### src/rtl/accum_arbiter.sv
// Round-robin arbiter feeding a shared staged accumulator (acc <= acc + arg).
// Define ACCUM_ARBITER_SATURATE_EN to clamp on carry-out instead of wrapping.
module accum_arbiter #(
    parameter int N_REQ = 4,
    parameter int WIDTH = 8,
    parameter int PW    = $clog2(N_REQ)
) (
    input  logic                   clock,
    input  logic                   reset,
    input  logic [N_REQ-1:0]       req_valid,
    input  logic [N_REQ*WIDTH-1:0] req_data,
    output logic [N_REQ-1:0]       req_ready,
    input  logic                   clear,
    output logic [WIDTH-1:0]       acc_out,
    output logic [PW-1:0]          grant_id,
    output logic                   busy,
    output logic                   acc_overflow
);

    localparam logic [1:0] S_IDLE  = 2'd0;
    localparam logic [1:0] S_ADD   = 2'd1;
    localparam logic [1:0] S_CLEAR = 2'd2;

    logic [1:0]       state_q, state_d;
    logic [PW-1:0]    rr_q, rr_d;
    logic [WIDTH-1:0] stage_q, stage_d;
    logic [WIDTH-1:0] acc_q, acc_d;
    logic             ovf_q, ovf_d;
    logic [PW-1:0]    gid_q, gid_d;

    logic             hs;
    logic [PW-1:0]    win;
    logic [PW-1:0]    idx;
    logic [WIDTH:0]   sum;
    logic [WIDTH-1:0] commit_val;

    // First valid index at or above rr_q (wrapping) wins.
    always_comb begin
        hs  = 1'b0;
        win = '0;
        idx = '0;
        if (!(reset || clear || state_q == S_CLEAR)) begin
            for (int k = 0; k < N_REQ; k++) begin
                idx = PW'((int'(rr_q) + k) % N_REQ);
                if (!hs && req_valid[idx]) begin
                    hs  = 1'b1;
                    win = idx;
                end
            end
        end
    end

    assign req_ready = hs ? (N_REQ'(1) << win) : '0;

    assign sum = {1'b0, acc_q} + {1'b0, stage_q};

`ifdef ACCUM_ARBITER_SATURATE_EN
    assign commit_val = sum[WIDTH] ? '1 : sum[WIDTH-1:0];
`else
    assign commit_val = sum[WIDTH-1:0];
`endif

    always_comb begin
        state_d = state_q;
        rr_d    = rr_q;
        stage_d = stage_q;
        acc_d   = acc_q;
        ovf_d   = ovf_q;
        gid_d   = gid_q;
        if (clear) begin
            state_d = S_CLEAR;
            acc_d   = '0;
            ovf_d   = 1'b0;
        end else begin
            if (state_q == S_ADD) begin
                acc_d = commit_val;
                ovf_d = ovf_q | sum[WIDTH];
            end
            if (hs) begin
                stage_d = req_data[int'(win)*WIDTH +: WIDTH];
                gid_d   = win;
                rr_d    = (win == PW'(N_REQ - 1)) ? '0 : win + 1'b1;
                state_d = S_ADD;
            end else begin
                state_d = S_IDLE;
            end
        end
    end

    always_ff @(posedge clock) begin
        if (reset) begin
            state_q <= S_IDLE;
            rr_q    <= '0;
            stage_q <= '0;
            acc_q   <= '0;
            ovf_q   <= 1'b0;
            gid_q   <= '0;
        end else begin
            state_q <= state_d;
            rr_q    <= rr_d;
            stage_q <= stage_d;
            acc_q   <= acc_d;
            ovf_q   <= ovf_d;
            gid_q   <= gid_d;
        end
    end

    assign acc_out      = acc_q;
    assign grant_id     = gid_q;
    assign busy         = (state_q == S_ADD);
    assign acc_overflow = ovf_q;

endmodule
### config.mk
export PLATFORM = sky130hd
export DESIGN_NAME = accum_arbiter
export DESIGN_NICKNAME = d
export VERILOG_FILES = /design/src/rtl/accum_arbiter.sv
export SDC_FILE = /design/constraint.sdc
export NUM_CORES = 1
export LEC_CHECK = 0
export ABC_AREA = 1
export ABC_CLOCK_PERIOD_IN_PS = 2460
export BUFFER_PORTS_ARGS = -buffer_cell sky130_fd_sc_hd__buf_4
export CAP_MARGIN = 5
export CELL_PAD_IN_SITES_DETAIL_PLACEMENT = 0
export CELL_PAD_IN_SITES_GLOBAL_PLACEMENT = 1
export CORE_MARGIN = 8
export CORE_UTILIZATION = 36
export CTS_BUF_LIST = sky130_fd_sc_hd__clkbuf_16
export DETAILED_ROUTE_END_ITERATION = 6
export PLACE_DENSITY = 0.88
export SETUP_SLACK_MARGIN = 0.2
export SLEW_MARGIN = 25
export SYNTH_ARGS = -nofsm -noshare
export SYNTH_HDL_FRONTEND = slang
export SYNTH_SLANG_ARGS = --single-unit
export TNS_END_PERCENT = 50
### constraint.sdc
create_clock -name clock -period 2.46 [get_ports clock]
set_clock_uncertainty 0.15 [all_clocks]
set_input_delay 0.246 -clock clock [delete_from_list [all_inputs] [get_ports clock]]
set_output_delay 0.246 -clock clock [all_outputs]
set_load 0.02 [all_outputs]
==> flow_summary.ini, run 1 <==
[floorplan]
start_util_pct = 37.59
die_w_microns = 89.26
num_rows = 26
dieHeight_microns = 89.26
dieArea_sq_um = 7966
core_sq_um = 5140
ioPinCount = 55

[worst_hold_path]
holdPathStages = 3
holdCritPathClass = in2reg

[cts]
clockRootBuffer = clkbuf_16
clock_latency_ns = 0.26
postCtsHoldBufs = 0
tritoncts = yes
path_clk_slew_ns = 0.06
h-tree-depth = 1
cts.sinks = 23
numCtsBuffers = 3
clock_path_buffers = 2

[place]
dpl.hpwl_mm = 4.025
port-buffer-count = 54
dpl_worst_slack_ns = 0.1500
place.gp.congestion = 0.8469

[synthesis]
ys_ff_latch = 23
synthTopCellsByArea = dfxtp_1 (24%), nand2_1 (13%), inv_1 (8.7%)
syn_avg_cell_area_sq_um = 6.418
synth_edf_count = 0
synth_cell_types = 35
netlist.area_leader.share_pct = 23.83
synth_ff_type = dfxtp_1
yosys_warnings = 0
synthesis.area_sq_um = 1932
syn_inst = 301
synth_fp_nets = 350
yosysTopAreaCell = dfxtp_1
yosysSeqAreaShare_pct = 23.83
synthArstFlopShare_pct = 0

[routing]
wl_per_cell_microns = 12.63
drt_iter0_drc = 84
dr.pass1.iters = 5
drt-vias-per-instance = 4.752
remaining_drc_errors = 0
antenna_left = 0
num_vias = 2091
drt-total-wl_mm = 5.557

[sta]
fin_crit_sh_pct = 95.39
setup_viol = 0
fin_hold_ws_ns = 0.05486
finalWorstSetupSlack_ns = 0.1133
maxSlewHeadroom_pct = 53.82
period_needed_ns = 2.347
final-hold-violation-count = 0
tightest_slew_ns = 0.6901
final.setup.tns_ns = 0
slew_viol_final = 0
fmaxAchievable_mhz = 426.1
rsz0062_at_grt = yes

[worst_setup_path]
worst-path-stages = 11
cp_max_fo = 6
slowest_delay_ns = 0.38
critPathBufInv = 4
critical_path.top_delay_family = simple AND/OR/NAND/NOR gates
cp-start-kind = register
critPathRequiredTime_ns = 2.06
arrival_ns = 1.95
cp-end-kind = primary output
critPathKind = reg2out
crit_path_top_delay_cell = dfxtp_4
path_cells = buf_6 > nand2_2 > nand3_1 > nand2_1 > a21oi_1 > nand2_2 > nand3_4 > buf_4 > inv_1 > nor2_1 > buf_4
reg2reg_depth = 14

[power_and_ir_drop]
total_power_mw = 1.298
power-per-cell-area_nw_per_um2 = 466.2
peakVddDrop_mv = 0.3326
p_leak_nw = 1.492

[grt]
grt_max_degree = 18
gr-usage-met2_pct = 24.04
overflow = 0
met1_usage_pct = 15.86
grt_usage_pct = 13.96
grt_pass1_wl_mm = 8.921
grt_pass1_vias = 2025
gr-usage-met3_pct = 5.239
antenna_found_initial = 0
top_usage_layer = met2

[cells_and_area]
layout_commonest_cell = buf_4
n_antenna_cell = 0
drive_gt1_share_pct = 34.86
final_cell_mix = buf_4 (67), nand2_1 (56), inv_1 (43), nor2_1 (41), dfxtp_1 (21)
final_nets = 420
syn2layout_area_growth_pct = 44.11

[flow_run]
maxCapViolations = 0

[outcome]
status = completed
## final timing paths
kind	from	end	slack, ns
worst max-delay path	rr_q[0]	req_ready[2]	0.11
worst min-delay path	clear	state_q[1]	0.05
worst max register to register	rr_q[0]	stage_q[1]	0.29
worst min register to register	grant_id[1]	grant_id[1]	0.32
## repair_timing
| item | 4_1_cts | 5_1_grt |
|---|---|---|
| endpoints found under the setup margin | 4 | 12 |
| setup buffers | 11 | 5 |
| pin swaps | 5 | 16 |
| gates resized for setup | 21 | 27 |
## worst min-delay path: stages
cell and delay [ns]:
buf_4 0.09, inv_1 0.03, nor2_1 0.06
## metal layers
layer,vias to the layer above,routed length [microns]
met5,-,0
li1,1103,-
met1,912,2347
met2,65,2686
met3,11,430
met4,0,93
## layout make-up
class | instances | area (sq um)
repair buffers | 75 | 610.6
fillers | 508 | 2356
flip-flops and latches | 23 | 467.9
multi-input cells | 219 | 1339
clock buffers | 3 | 75.07
inverters | 49 | 198.9
clock inverters | 1 | 5.005
well taps | 70 | 87.58
## power by group
part	total [mW]	switching [mW]	leakage [nW]	internal, mW
clock	0.355	0.137	0.0409	0.219
sequential	0.416	0.0208	0.189	0.395
combinational	0.526	0.297	1.26	0.230
## state kept, by name (all words and copies together) (netlist names)
name	cells
stage_q	8
rr_q	2
acc_overflow	1
state_q	2
acc_out	8
grant_id	2
## kinds of logic (layout without fill, tap and decap cells)
family / Yosys count / in the layout / share of synthesized area [%]
and+or+nand+nor: 175 / 175 / 44.37
xor gates and xnor gates: 6 / 6 / 2.720
buffers and inverters: 59 / 128 / 13.54
AOI/OAI and AO/OA: 28 / 28 / 8.679
DFF: 23 / 23 / 23.83
adders and majority gates: 10 / 10 / 6.865
## through the flow
step	std cells	utilization, %	cell area, sq um
2_1_floorplan	301	-	1932
3_3_place_gp	420	46.45	2387
3_5_place_dp	420	46.45	2387
4_1_cts	435	51.36	2640
5_1_grt	440	54.16	2784
6_report	440	54.16	2784
## cells in the mapped netlist (2+ instances only)
cell type and number:
inv_2 2, a21oi_1 13, xor2_1 5, dfxtp_1 23
nand2_1 65, nor2_1 44, inv_1 45, nand2_2 15
ha_1 9, nand2_4 3, nand3_2 3, buf_6 2
nor3_1 2, a211oi_1 2, buf_2 3, nand4_1 17
clkbuf_1 2, nand3_1 21, o21ai_0 8, nand3_4 2
No activity file was read; power rests on OpenSTA's default activity.
==> run 2: changes to the inputs <==
--- a/config.mk
+++ b/config.mk
@@ -9,13 +9,13 @@
 export ABC_CLOCK_PERIOD_IN_PS = 2460
 export BUFFER_PORTS_ARGS = -buffer_cell sky130_fd_sc_hd__buf_4
 export CAP_MARGIN = 5
-export CELL_PAD_IN_SITES_DETAIL_PLACEMENT = 0
-export CELL_PAD_IN_SITES_GLOBAL_PLACEMENT = 1
+export CELL_PAD_IN_SITES_DETAIL_PLACEMENT = 2
+export CELL_PAD_IN_SITES_GLOBAL_PLACEMENT = 2
 export CORE_MARGIN = 8
-export CORE_UTILIZATION = 36
+export CORE_UTILIZATION = 27
 export CTS_BUF_LIST = sky130_fd_sc_hd__clkbuf_16
 export DETAILED_ROUTE_END_ITERATION = 6
-export PLACE_DENSITY = 0.88
+export PLACE_DENSITY = 0.87
 export SETUP_SLACK_MARGIN = 0.2
 export SLEW_MARGIN = 25
 export SYNTH_ARGS = -nofsm -noshare
==> run 2 against run 1 <==
Core utilization fell by 14 points. Critical path depth rose by 1. Total power rose by 4.8%. Fmax fell by 2.7%. Sequential power barely moved. Clock-buffer cell count did not move. Sequential cell count did not move. Largest power group unchanged.
==> flow_summary.ini, run 2 (synthesis results as in run 1) <==
[floorplan]
die_w_microns = 100.6
dieArea_sq_um = 10120
num_rows = 31
ioPinCount = 55
start_util_pct = 27.22
dieHeight_microns = 100.6
core_sq_um = 7098

[power_and_ir_drop]
peakVddDrop_mv = 0.2061
power-per-cell-area_nw_per_um2 = 472.5
p_leak_nw = 1.530
total_power_mw = 1.360

[routing]
drt_iter0_drc = 57
num_vias = 2231
drt-vias-per-instance = 4.767
wl_per_cell_microns = 17.27
drt-total-wl_mm = 8.082
dr.pass1.iters = 4
antenna_left = 0
remaining_drc_errors = 0

[worst_setup_path]
path_cells = buf_12 > nand2_8 > nand2_8 > nand2_4 > nand2_4 > nor2_8 > nand4_1 > nand3_4 > ha_4 > inv_2 > nor2_1 > buf_4
reg2reg_depth = 17
arrival_ns = 2.02
cp-end-kind = primary output
cp-start-kind = register
critPathRequiredTime_ns = 2.06
cp_max_fo = 6
slowest_delay_ns = 0.38
critPathBufInv = 3
critical_path.top_delay_family = simple AND/OR/NAND/NOR gates
critPathKind = reg2out
crit_path_top_delay_cell = dfxtp_4
worst-path-stages = 12

[grt]
overflow = 0
grt_max_degree = 18
grt_pass1_vias = 2452
antenna_found_initial = 0
grt_pass1_wl_mm = 12.65
grt_usage_pct = 15.43

[cts]
clockRootBuffer = clkbuf_16
h-tree-depth = 1
path_clk_slew_ns = 0.07
clock_latency_ns = 0.26
numCtsBuffers = 3
tritoncts = yes
postCtsHoldBufs = 0
clock_path_buffers = 2
cts.sinks = 23

[outcome]
status = completed

[place]
place.gp.congestion = 0.7593
port-buffer-count = 54
dp_cells = 452
dpl.hpwl_mm = 5.741

[cells_and_area]
final_cell_count_no_fill = 468
utilization_pct = 40.56
final_cell_mix = buf_4 (66), nand2_1 (51), nor2_1 (43), inv_1 (42), dfxtp_1 (21)
n_fill_cell = 840
n_antenna_cell = 0
drive_gt1_share_pct = 36.86
final_nets = 419
syn2layout_area_growth_pct = 49.03
layout_commonest_cell = buf_4
seqCellArea_sq_um = 467.9
multi_input_area_sq_um = 1389

[worst_hold_path]
holdCritPathClass = in2reg
holdPathStages = 3

[sta]
slew_viol_final = 0
setup_viol = 0
tightest_slew_ns = 0.5268
fin_crit_sh_pct = 98.07
fmaxAchievable_mhz = 414.5
rsz0062_at_grt = yes
period_needed_ns = 2.413
final-hold-violation-count = 0
maxSlewHeadroom_pct = 64.44

[flow_run]
maxCapViolations = 0
run 2: changes by cell type in the layout (fill, tap and decap cells not counted), moves of 3 or more:
cell | before | now
nand2_1 | 56 | 51
nand3_1 | 20 | 16
nand2_4 | 6 | 10
inv_4 | 4 | 1
nand3_2 | 1 | 4
run 2: timing repair:
item / CTS / global route
cloned: 1 / 1
setup buffers: 6 / 4
gates resized for setup: 32 / 32
setup endpoints to repair: 6 / 11
pin swaps: 3 / 24
endpoints found under the hold margin: 0 / 0
run 2: stage by stage:
stage	instance area, sq um	hold slack (ns)	worst slack, ns	TNS, ns
6_report	2879	0.06059	0.04747	0
5_1_grt	2879	0.06996	-0.06238	-0.1564
4_1_cts	2705	0.06231	0.1353	0
3_5_place_dp	2446	0.3245	0.1909	0
3_3_place_gp	2446	0.3175	0.3182	0
2_1_floorplan	1932	0.2030	0.3451	0
run 2: per-layer routing:
| metal | part of all wire, % | track usage, % | wire, microns | vias to the layer above |
|---|---|---|---|---|
| li1 | - | - | - | 1094 |
| met1 | 42 | 18.06 | 3423 | 1078 |
| met2 | 52 | 28.53 | 4209 | 43 |
| met3 | 3.1 | 2.072 | 254 | 16 |
| met4 | 2.4 | 3.721 | 194 | 0 |
| met5 | 0 | 0 | 0 | - |
run 2: path summary, 6_finish.rpt:
kind,endpoint,slack (ns),start
worst min register to register,acc_overflow,0.34,acc_overflow
worst min-delay path,state_q[1],0.06,clear
worst max register to register,stage_q[5],0.22,rr_q[0]
worst max-delay path,req_ready[0],0.05,rr_q[0]
run 2: cell type report:
cell class / count / share of cell area, %
inverters: 49 / 6.867
clock inverters: 1 / 0.1738
repair buffers: 74 / 21.56
clock buffers: 3 / 2.608
well taps: 99 / 4.302
flip-flops and latches: 23 / 16.25
multi-input cells: 219 / 48.24
run 2: worst register-to-register path: stages, from the launching register on:
cell and delay [ns]:
dfxtp_4 0.38, buf_12 0.15, nand2_8 0.07, nand2_8 0.07
nand2_4 0.07, nand2_4 0.07, nor2_8 0.14, nand3_4 0.11
nand2_4 0.10, nand3_4 0.12, buf_12 0.19, buf_8 0.13
nand2_2 0.05, nand2_2 0.04, nand2_1 0.07, nand3_1 0.10
nand2_1 0.08, inv_1 0.04
run 2: report_power, final:
part           internal (mW)  switching, mW
combinational          0.232          0.336
clock                  0.220          0.153
sequential             0.395         0.0244
total                  0.847          0.513
==> run 3: changes to the inputs <==
--- a/config.mk
+++ b/config.mk
@@ -6,7 +6,6 @@
 export NUM_CORES = 1
 export LEC_CHECK = 0
 export ABC_AREA = 1
-export ABC_CLOCK_PERIOD_IN_PS = 2460
 export BUFFER_PORTS_ARGS = -buffer_cell sky130_fd_sc_hd__buf_4
 export CAP_MARGIN = 5
 export CELL_PAD_IN_SITES_DETAIL_PLACEMENT = 2
@@ -15,7 +14,7 @@
 export CORE_UTILIZATION = 27
 export CTS_BUF_LIST = sky130_fd_sc_hd__clkbuf_16
 export DETAILED_ROUTE_END_ITERATION = 6
-export PLACE_DENSITY = 0.87
+export PLACE_DENSITY_LB_ADDON = 0.1
 export SETUP_SLACK_MARGIN = 0.2
 export SLEW_MARGIN = 25
 export SYNTH_ARGS = -nofsm -noshare
==> run 3 against run 2 <==
Hold slack worse by 0.011 ns. Clock power up 1%. Largest cell class unchanged. Sequential cell count unchanged. Non-clock buffer count is 5 higher. Clock-buffer cell count stayed put. Critical path type unchanged.
==> flow_summary.ini, run 3 (synthesis results as in run 1) <==
[outcome]
status = completed

[sta]
final.setup.tns_ns = 0
final-hold-violation-count = 0
rsz0062_at_grt = yes
period_needed_ns = 2.343
fin_hold_ws_ns = 0.04923
fmaxAchievable_mhz = 426.9
setup_viol = 0
fin_crit_sh_pct = 95.23
slew_viol_final = 0
maxSlewHeadroom_pct = 64.61
tightest_slew_ns = 0.5242

[cells_and_area]
multi_input_area_sq_um = 1316
stdcell_area_sq_um = 2806
final_cell_mix = buf_4 (73), nand2_1 (56), inv_1 (44), nor2_1 (42)
final_nets = 424
drive_gt1_share_pct = 35.03
n_antenna_cell = 0
layout_commonest_cell = buf_4
seqCellArea_sq_um = 467.9
syn2layout_area_growth_pct = 45.27
n_fill_cell = 879

[cts]
tritoncts = yes
cts.sinks = 23
clock_path_buffers = 2
numCtsBuffers = 3
clockRootBuffer = clkbuf_16
h-tree-depth = 1
postCtsHoldBufs = 0
clock_latency_ns = 0.26
path_clk_slew_ns = 0.07

[routing]
drt-vias-per-instance = 4.600
routed.top_layer = met4
antenna_left = 0
num_vias = 2176
wl_per_cell_microns = 15.21
remaining_drc_errors = 0
met1_length_mm = 3.490
dr.pass1.iters = 4
drt_iter0_drc = 33
met2_length_mm = 3.320
drt-total-wl_mm = 7.195
dr_wl_met3_microns = 343

[worst_setup_path]
slowest_delay_ns = 0.39
cp_max_fo = 8
crit_path_top_delay_cell = dfxtp_4
path_cells = buf_6 > nand2_1 > nand2_2 > nand2_2 > nand2_4 > nor2_8 > nand3_4 > nand2_4 > nand3_4 > ha_4 > inv_1 > nor2_1 > buf_4
critPathRequiredTime_ns = 2.06
critPathKind = reg2out
arrival_ns = 1.95
cp-end-kind = primary output
cp-start-kind = register

[floorplan]
dieArea_sq_um = 10120
start_util_pct = 27.22
num_rows = 31
ioPinCount = 55
dieHeight_microns = 100.6
die_w_microns = 100.6
core_sq_um = 7098

[place]
dpl.hpwl_mm = 5.313
place.gp.congestion = 0.8331
port-buffer-count = 54
place_area_sq_um = 2459

[grt]
grt_pass1_wl_mm = 11.78
grt_pass1_vias = 2345
grt_max_degree = 18
grt_usage_pct = 14.12
antenna_found_initial = 0
overflow = 0

[flow_run]
maxCapViolations = 0

[worst_hold_path]
holdCritPathClass = in2reg

[power_and_ir_drop]
p_leak_nw = 1.496
power-per-cell-area_nw_per_um2 = 475.8
peakVddDrop_mv = 0.1494
[run 3: changes by cell type in the layout (fill, tap and decap cells not counted), moves of 2 or more]
cell / delta
buf_4: +7
inv_1: +2
nand2_1: +5
nand2_8: -2
nand3_1: +4
nand2_4: -4
nand3_2: -3
[run 3: where the power goes]
group	total [mW]	switching [mW]	internal, mW	leakage (nW)
Combinational	0.541	0.309	0.232	1.27
Clock	0.377	0.158	0.220	0.0409
Sequential	0.417	0.0225	0.395	0.189
[run 3: repair_timing]
action                                  in CTS  in global routing
hold endpoints to repair                     0                  0
endpoints found under the setup margin      11                  4
resized for setup                           19                 15
pin swaps                                    4                  7
setup buffers                                5                 12
[run 3: worst paths after layout]
path,start,to,slack (ns),cells after the start
max,rr_q[0],req_ready[0],0.12,13
min,clear,state_q[1],0.05,3
max reg2reg,rr_q[0],stage_q[4],0.17,18
min reg2reg,acc_overflow,acc_overflow,0.32,2
[run 3: area by class of cell]
class | count | share of cell area [%]
Multi-Input combinational cell | 219 | 46.90
Sequential cell | 23 | 16.67
Clock inverter | 1 | 0.1783
Timing Repair Buffer | 79 | 22.34
Inverter | 49 | 6.821
Clock buffer | 3 | 2.675
Tap cell | 99 | 4.414
[run 3: per-stage QoR]
step | setup slack (ns) | cells | util (%) | power, mW
finish | 0.1174 | 473 | 39.54 | 1.335
global placement | 0.2703 | 452 | 34.64 | 0.8563
detailed placement | 0.1444 | 452 | 34.64 | 0.8696
CTS | 0.1375 | 461 | 37.21 | 1.286
floorplan | 0.3451 | 301 | - | 0.7185
global route | 0.03081 | 473 | 39.54 | 1.415
[run 3: metal layers]
layer	vias up	global-route usage (%)
li1	1102	-
met4	0	2.791
met5	-	0
met1	1027	18.65
met2	45	22.87
met3	2	3.039
[run 3: worst max-delay path, delay by kind of cell (launching register included)]
| kind | cells | cell delay (ns) |
|---|---|---|
| buffers and inverters | 3 | 0.34 |
| adder cells (fa/ha/maj) | 1 | 0.18 |
| flip-flops | 1 | 0.39 |
| AND/OR/NAND/NOR | 9 | 0.77 |
